===== config.mk =====
export PLATFORM = sky130hd
export DESIGN_NAME = lcd_text_writer
export DESIGN_NICKNAME = d
export VERILOG_FILES = /design/src/rtl/lcd_text_writer.sv
export SDC_FILE = /design/constraint.sdc
export NUM_CORES = 1
export LEC_CHECK = 0
export ABC_AREA = 1
export CORE_ASPECT_RATIO = 2
export CORE_MARGIN = 2
export CORE_UTILIZATION = 61
export CTS_BUF_LIST = sky130_fd_sc_hd__clkbuf_4 sky130_fd_sc_hd__clkbuf_8 sky130_fd_sc_hd__clkbuf_16
export DETAILED_ROUTE_END_ITERATION = 6
export PLACE_DENSITY = 0.87
export SYNTH_ARGS = -nofsm -noshare
export SYNTH_HDL_FRONTEND = slang
export SYNTH_SLANG_ARGS = --single-unit

===== constraint.sdc =====
create_clock -name PixelClk -period 7.8 [get_ports PixelClk]
set_clock_uncertainty 0.1 [all_clocks]
set_input_delay 1.95 -clock PixelClk [delete_from_list [all_inputs] [get_ports PixelClk]]
set_output_delay 1.95 -clock PixelClk [all_outputs]
set_load 0.05 [all_outputs]

===== src/rtl/lcd_text_writer.sv =====
// Console-style byte-stream writer for the LCD text RAM: cursor tracking, control codes, screen clear.
// Optional feature: define CLEAR_LINE_EN to blank each newly entered row (LINECLR state).
module lcd_text_writer #(
  parameter int unsigned COLS     = 64,
  parameter int unsigned ROWS     = 8,
  parameter logic [7:0]  CLR_CHAR = 8'h00
) (
  input  logic        PixelClk,
  input  logic        nRST,
  input  logic        char_valid,
  input  logic [7:0]  char_data,
  output logic        char_ready,
  output logic        wen,
  output logic [7:0]  wdata,
  output logic [15:0] waddr,
  output logic [7:0]  cur_row,
  output logic [7:0]  cur_col,
  output logic        busy
);

  localparam int unsigned CELLS    = COLS * ROWS;
  localparam logic [7:0]  LAST_COL = 8'(COLS - 1);
  localparam logic [7:0]  LAST_ROW = 8'(ROWS - 1);
  localparam logic [15:0] COLS16   = 16'(COLS);
  localparam logic [15:0] CELLS16  = 16'(CELLS);

  localparam logic [7:0] C_LF = 8'h0A;
  localparam logic [7:0] C_CR = 8'h0D;
  localparam logic [7:0] C_BS = 8'h08;
  localparam logic [7:0] C_FF = 8'h0C;

`ifdef CLEAR_LINE_EN
  typedef enum logic [1:0] {S_IDLE, S_CLEAR, S_LINECLR} state_t;
`else
  typedef enum logic [1:0] {S_IDLE, S_CLEAR} state_t;
`endif

  state_t      state_q, state_d;
  logic [7:0]  row_q, row_d;
  logic [7:0]  col_q, col_d;
  logic [15:0] cnt_q, cnt_d;
  logic        wen_q, wen_d;
  logic [7:0]  wdata_q, wdata_d;
  logic [15:0] waddr_q, waddr_d;
  logic        ready_q, ready_d;
  logic        busy_q, busy_d;

  logic        accept;
  logic [7:0]  next_row;
  logic [7:0]  bs_row, bs_col;

  function automatic logic [15:0] cell_addr(input logic [7:0] r, input logic [7:0] c);
    return 16'(r) * COLS16 + 16'(c);
  endfunction

  assign char_ready = ready_q;
  assign wen        = wen_q;
  assign wdata      = wdata_q;
  assign waddr      = waddr_q;
  assign cur_row    = row_q;
  assign cur_col    = col_q;
  assign busy       = busy_q;

  always_ff @(posedge PixelClk or negedge nRST) begin
    if (!nRST) begin
      state_q <= S_IDLE;
      row_q   <= 8'd0;
      col_q   <= 8'd0;
      cnt_q   <= 16'd0;
      wen_q   <= 1'b0;
      wdata_q <= 8'd0;
      waddr_q <= 16'd0;
      ready_q <= 1'b1;
      busy_q  <= 1'b0;
    end else begin
      state_q <= state_d;
      row_q   <= row_d;
      col_q   <= col_d;
      cnt_q   <= cnt_d;
      wen_q   <= wen_d;
      wdata_q <= wdata_d;
      waddr_q <= waddr_d;
      ready_q <= ready_d;
      busy_q  <= busy_d;
    end
  end

  // Byte decode, cursor update and clear sequencing
  always_comb begin
    state_d  = state_q;
    row_d    = row_q;
    col_d    = col_q;
    cnt_d    = cnt_q;
    wen_d    = 1'b0;
    wdata_d  = wdata_q;
    waddr_d  = waddr_q;
    accept   = char_valid && ready_q;
    next_row = (row_q == LAST_ROW) ? 8'd0 : row_q + 8'd1;
    bs_row   = row_q;
    bs_col   = col_q;

    if (col_q != 8'd0) begin
      bs_col = col_q - 8'd1;
    end else if (row_q != 8'd0) begin
      bs_row = row_q - 8'd1;
      bs_col = LAST_COL;
    end

    case (state_q)
      S_IDLE: begin
        if (accept) begin
          case (char_data)
            C_LF: begin
              col_d = 8'd0;
              row_d = next_row;
`ifdef CLEAR_LINE_EN
              state_d = S_LINECLR;
              cnt_d   = 16'd0;
`endif
            end
            C_CR: col_d = 8'd0;
            C_BS: begin
              row_d   = bs_row;
              col_d   = bs_col;
              wen_d   = 1'b1;
              wdata_d = 8'h20;
              waddr_d = cell_addr(bs_row, bs_col);
            end
            C_FF: begin
              // First clear write goes out in the acceptance slot
              state_d = S_CLEAR;
              row_d   = 8'd0;
              col_d   = 8'd0;
              wen_d   = 1'b1;
              wdata_d = CLR_CHAR;
              waddr_d = 16'd0;
              cnt_d   = 16'd1;
            end
            default: begin
              wen_d   = 1'b1;
              wdata_d = char_data[7] ? 8'h3F : char_data;
              waddr_d = cell_addr(row_q, col_q);
              if (col_q == LAST_COL) begin
                col_d = 8'd0;
                row_d = next_row;
`ifdef CLEAR_LINE_EN
                state_d = S_LINECLR;
                cnt_d   = 16'd0;
`endif
              end else begin
                col_d = col_q + 8'd1;
              end
            end
          endcase
        end
      end
      S_CLEAR: begin
        if (cnt_q == CELLS16) begin
          state_d = S_IDLE;
        end else begin
          wen_d   = 1'b1;
          wdata_d = CLR_CHAR;
          waddr_d = cnt_q;
          cnt_d   = cnt_q + 16'd1;
        end
      end
`ifdef CLEAR_LINE_EN
      S_LINECLR: begin
        if (cnt_q == COLS16) begin
          state_d = S_IDLE;
        end else begin
          wen_d   = 1'b1;
          wdata_d = CLR_CHAR;
          waddr_d = 16'(row_q) * COLS16 + cnt_q;
          cnt_d   = cnt_q + 16'd1;
        end
      end
`endif
      default: state_d = S_IDLE;
    endcase

    ready_d = (state_d == S_IDLE);
    busy_d  = (state_d != S_IDLE);
  end

endmodule


==> results.yml, run 1 <==
status:
  status: "completed"
synthesis:
  ys_types: 43
  synth_edf_count: 0
  async_flop_share_pct: 100
  yosys_warnings: 0
  avgSynthCellArea_um2: 7.32
  synth-seq-area-share_pct: 35.8
  ys.flop_type: "dfrtp_1"
  syn_area_um2: 4200
  ys_ff_latch: 60
  syn_inst: 573
final_layout:
  multi_input_area_um2: 2330
  finalNonFillerCells: 713
  area_growth_pct: 19.2
  nets: 645
  regArea_um2: 1500
  num_antenna_cells: 0
  fin_util_pct: 75.5
  fillers: 536
  layout-drive-gt1-share_pct: 10.1
floorplan:
  chipHeight_um: 121
  initial_core_util_pct: 63.4
  rows: 42
  die_w_um: 62.6
  ioPinCount: 54
  core_um2: 6620
  die-area_um2: 7600
placement:
  gp_congestion: 0.944
  dp_hpwl_um: 9430
  dp_cells: 697
  io_buffers: 52
clocking:
  clkTransAtPathRegs_ns: 0.06
  htree_num_levels: 3
  cts_made_buffers: 9
  clock_path_buffers: 2
  hold_buffers: 0
  insertion_delay_ns: 0.33
  cts_sinks: 60
  cts_tree: "done"
  root_buffer: "clkbuf_16"
  cts_resized: 0
  postCtsSetupBuffers: 0
min_path:
  hold_class: "reg2reg"
  min_from: "waddr[11]"
routing:
  antenna_left: 0
  viasPerCell: 5.95
  post_drt_wl_per_cell_um: 18.0
  routed_wl_um: 12800
  route.vias.total: 4241
  first_pass_iters: 5
  drcViolationCount: 0
  drtIter0Drc: 514
pwr:
  vdd.ir_drop.worst_uv: 209
  powerDensity_nw_per_um2: 271
  leakage_nw: 2.38
worst_setup_path:
  worstSetupEndpointType: "flop"
  required_ns: 7.98
  critPathLaunch: "char_data[7]"
  critPathLaunchType: "primary input"
  r2r_start: "cur_col[0]"
  critPathArrivalTime_ns: 4.22
  crit_fanout: 15
  rrSetupSlack_ns: 4.36
  crit_type: "in2reg"
global_route:
  grt_pass1_vias: 4222
  antenna_found_initial: 0
  grt_max_degree: 61
  grt_pass1_wl_um: 20800
  globalRouteOverflowTotal: 0
  grt_usage_pct: 35.5
sta:
  min_period_over_period_pct: 51.8
  relSlewSlack_pct: 47.6
  max_freq_mhz: 247
  rsz0062_at_grt: "no"
  setup_viol: 0
  min_period_ns: 4.04
  finalSetupTns_ns: 0
  slew_viol_final: 0
  tightestPinTransition_ns: 0.786
  final_hold_viol_count: 0
job:
  drv_cap: 0
-- critical path: stages --
cell and delay [ns]:
clkdlybuf4s50_1 0.52, nor2_1 0.14, nand2_1 0.07, inv_2 0.08, nand3_1 0.09, nor2_1 0.35, buf_4 0.30, inv_1 0.14
a21oi_1 0.13, o21ai_0 0.12, o21ai_0 0.15, o21ai_0 0.10, inv_1 0.06
-- per-layer routing --
layer	vias to the layer above	wire [um]	track usage (%)
li1	2000	-	-
met1	1956	4650	40.5
met2	228	6760	62.4
met3	57	773	5.10
met4	0	623	20.7
met5	-	0	0
-- cell families (layout without fill, tap and decap cells) --
family	Yosys count	after routing	share of synthesized area, %
other cells	1	2	0.0894
buf+inv	83	134	8.71
simple gates	273	273	30.4
xor+xnor	23	23	4.80
fa+ha+maj	14	14	4.53
compound gates	119	119	15.7
flops	60	60	35.8
-- layout by cell type, fill, tap and decap left out, types with 23 or more instances in the layout --
master and n:
nand2_1 129, xor2_1 23, nand3_1 35, dfrtp_1 59
inv_1 53, a21oi_1 36, clkdlybuf4s50_1 51, o21ai_0 42
nor2_1 53
-- where the power goes --
part	total [mW]	switching [mW]	internal, mW
registers	0.440	0.0745	0.365
logic	0.532	0.355	0.177
clock network	0.382	0.147	0.235
total	1.35	0.577	0.777
-- through the flow --
step	instance area [um2]	total power [mW]	hold slack, ns	setup WS [ns]
2_1_floorplan	4200	0.795	0.397	4.50
3_3_place_gp	4710	0.950	0.368	3.53
3_5_place_dp	4710	0.963	0.366	3.42
4_1_cts	5000	1.35	0.380	3.78
5_1_grt	5000	1.41	0.401	3.54
6_report	5000	1.35	0.385	3.76
-- path summary, 6_finish.rpt --
path	endpoint	cells past startpoint
worst max-delay path	waddr[0]	13
worst min-delay path	waddr[11]	2
worst max register to register	waddr[13]	18
worst min register to register	waddr[11]	2
max in group asynchronous	cur_row[4]	2
min in group asynchronous	wdata[3]	2
-- cells in the mapped netlist (all sizes together), types with 2 or more instances --
master / number / area share, %
nor3: 14 / 2.1
nand4: 8 / 1.3
nand3: 42 / 5.8
nor4: 4 / 0.60
fa: 2 / 0.95
clkbuf: 4 / 0.36
a22oi: 6 / 1.1
buf: 15 / 2.6
dfrtp: 59 / 35
a21oi: 37 / 4.5
o22ai: 12 / 1.8
o31ai: 4 / 0.72
inv: 64 / 5.7
a31oi: 4 / 0.60
o21ai: 52 / 6.2
nor2: 67 / 7.4
xor2: 23 / 4.8
ha: 12 / 3.6
nand2: 135 / 13
-- registers in the layout (all words and copies together) (netlist names), 2 cells and up --
signal	flops
state_q	2
cur_row	8
wdata	7
waddr	16
cur_col	8
cnt_q	16
-- area by class of cell --
cell class                 count  area share, %
clock buffer                  12           5.21
clock inverter                 4          0.501
inverter                      64           4.80
multi-input combinational    431           46.6
sequential                    60           30.1
tap                           88           2.20
timing repair buffer          54           10.6
No activity file was read; power rests on OpenSTA's default activity.
==> run 2: changes to the inputs <==
--- a/config.mk
+++ b/config.mk
@@ -8,10 +8,10 @@
 export ABC_AREA = 1
 export CORE_ASPECT_RATIO = 2
 export CORE_MARGIN = 2
-export CORE_UTILIZATION = 61
+export CORE_UTILIZATION = 56
 export CTS_BUF_LIST = sky130_fd_sc_hd__clkbuf_4 sky130_fd_sc_hd__clkbuf_8 sky130_fd_sc_hd__clkbuf_16
 export DETAILED_ROUTE_END_ITERATION = 6
-export PLACE_DENSITY = 0.87
+export PLACE_DENSITY = 0.81
 export SYNTH_ARGS = -nofsm -noshare
 export SYNTH_HDL_FRONTEND = slang
 export SYNTH_SLANG_ARGS = --single-unit
==> constraint.sdc (replaced) <==
create_clock -name PixelClk -period 4.2 [get_ports PixelClk]
set_clock_uncertainty 0.1 [all_clocks]
set_input_delay 1.05 -clock PixelClk [delete_from_list [all_inputs] [get_ports PixelClk]]
set_output_delay 1.05 -clock PixelClk [all_outputs]
set_load 0.05 [all_outputs]
==> run 2 against run 1 <==
Against the previous run:
- sequential cell count unchanged
- count of clock-buffer cells in the layout fell by 1
- power grew 97%
- via count barely moved
- critical endpoint is now waddr[13]
- highest routed layer unchanged
==> results.yml, run 2 (synthesis results as in run 1) <==
clocking:
  postCtsSetupBuffers: 0
  clkTransAtPathRegs_ns: 0.05
  cts_resized: 0
  cts_made_buffers: 9
  hold_buffers: 0
  clock_path_buffers: 2
  root_buffer: "clkbuf_16"
  cts_sinks: 60
  insertion_delay_ns: 0.33
  htree_num_levels: 3
  cts_tree: "done"
placement:
  dp_cells: 704
  gp_congestion: 0.966
  io_buffers: 52
  dp_hpwl_um: 9740
floorplan:
  core_um2: 7270
  initial_core_util_pct: 57.7
  chipHeight_um: 126
  die_w_um: 65.2
  die-area_um2: 8240
  rows: 44
  ioPinCount: 54
routing:
  antenna_left: 0
  drtIter0Drc: 408
  routed_wl_um: 13100
  first_pass_iters: 6
  viasPerCell: 5.90
  route.vias.total: 4242
  post_drt_wl_per_cell_um: 18.2
  drcViolationCount: 0
sta:
  max_freq_mhz: 316
  rsz0062_at_grt: "no"
  finalSetupTns_ns: 0
  final_hold_viol_count: 0
  min_period_over_period_pct: 75.4
  min_period_ns: 3.17
  setup_viol: 0
  relSlewSlack_pct: 55.0
  slew_viol_final: 0
  tightestPinTransition_ns: 0.668
global_route:
  globalRouteOverflowTotal: 0
  grt_max_degree: 40
  grt_usage_pct: 33.6
  antenna_found_initial: 0
  grt_pass1_vias: 4221
  grt_pass1_wl_um: 21100
worst_setup_path:
  required_ns: 4.31
  cp_top_family: "simple AND/OR/NAND/NOR gates"
  r2r_end: "waddr[13]"
  critPathSlowestCell: "dfrtp_1"
  critPathLaunchType: "flop"
  critPathArrivalTime_ns: 3.28
  cp_common_cell: "nand2_1"
  crit_type: "reg2reg"
  slowest_delay_ns: 0.40
  r2r_start: "cur_col[0]"
  worstSetupEndpointType: "flop"
  ff2ff_path_depth: 19
  crit_fanout: 16
  crit_chain: "inv_1, ha_1, nand2_2, nor2_8, nor2_1, nand2_1, nor3_1, nand2_1, xor2_1, ha_1, a21oi_1, nand3b_1, nor2_2, nand2_1, nand2_1, nand3_1, nand2_1, nand2_1, nand2_1"
  rrSetupSlack_ns: 1.03
  crit_buf_inv: 1
status:
  status: "completed"
final_layout:
  finalNonFillerCells: 719
  layout-drive-gt1-share_pct: 10.4
  fillers: 615
  area_growth_pct: 21.2
  nets: 648
  final_common_cell: "nand2_1"
  num_antenna_cells: 0
  layout_common_cells: "129 x nand2_1, 59 x dfrtp_1, 53 x inv_1, 53 x nor2_1, 51 x clkdlybuf4s50_1"
min_path:
  hold_class: "reg2reg"
  hold_depth: 2
  holdPathEnd: "waddr[11]"
  min_from: "waddr[11]"
job:
  drv_cap: 0
pwr:
  vdd.ir_drop.worst_uv: 381
  powerDensity_nw_per_um2: 524
  leakage_nw: 2.42
run 2: how the worst max path moves through the flow:
stage                      start   endpoint  slack [ns]  cells after the start
finish                cur_col[0]  waddr[13]        1.03                     19
global route          cur_col[0]   waddr[9]        0.77                     17
CTS                   cur_col[0]   waddr[9]        1.06                     17
detailed placement  char_data[3]   waddr[4]        0.93                     10
global placement    char_data[3]   waddr[4]        0.97                     10
floorplan             cur_col[0]  waddr[11]        1.13                     18
run 2: cell type report:
cell class	instances	area, um2	share of cell area, %
Inverter	64	240	4.72
Clock buffer	11	246	4.85
Multi-Input combinational cell	431	2330	45.8
Clock inverter	4	97.6	1.92
Sequential cell	60	1500	29.5
Timing Repair Buffer	57	553	10.9
Tap cell	92	115	2.26
run 2: stage by stage:
step	hold WS [ns]	total power, mW	utilization [%]	instance area [um2]	setup WS, ns
after floorplan	0.397	1.48	-	4200	1.13
after global placement	0.365	1.77	65.3	4740	0.972
after detailed placement	0.373	1.79	65.3	4740	0.934
after CTS	0.388	2.66	70.0	5090	1.06
after global routing	0.421	2.78	70.0	5090	0.773
final	0.385	2.66	70.0	5090	1.03
run 2: where the power goes:
group	switching, mW	total (mW)	internal (mW)
clock network	0.262	0.860	0.599
logic	0.661	0.989	0.329
registers	0.137	0.815	0.678
total	1.06	2.66	1.61
run 2: per-layer routing:
metal / part of all wire, % / wire (um) / global-route usage (%)
met1: 36 / 4740 / 38.0
met2: 54 / 7110 / 59.7
met3: 4.5 / 588 / 4.17
met4: 4.9 / 644 / 17.8
met5: 0 / 0 / 0
run 2: tightest hold or removal path: cells and delay by family, from the launching register on:
kind             cells  cell delay [ns]
flip-flops           1             0.34
AND/OR/NAND/NOR      2             0.10
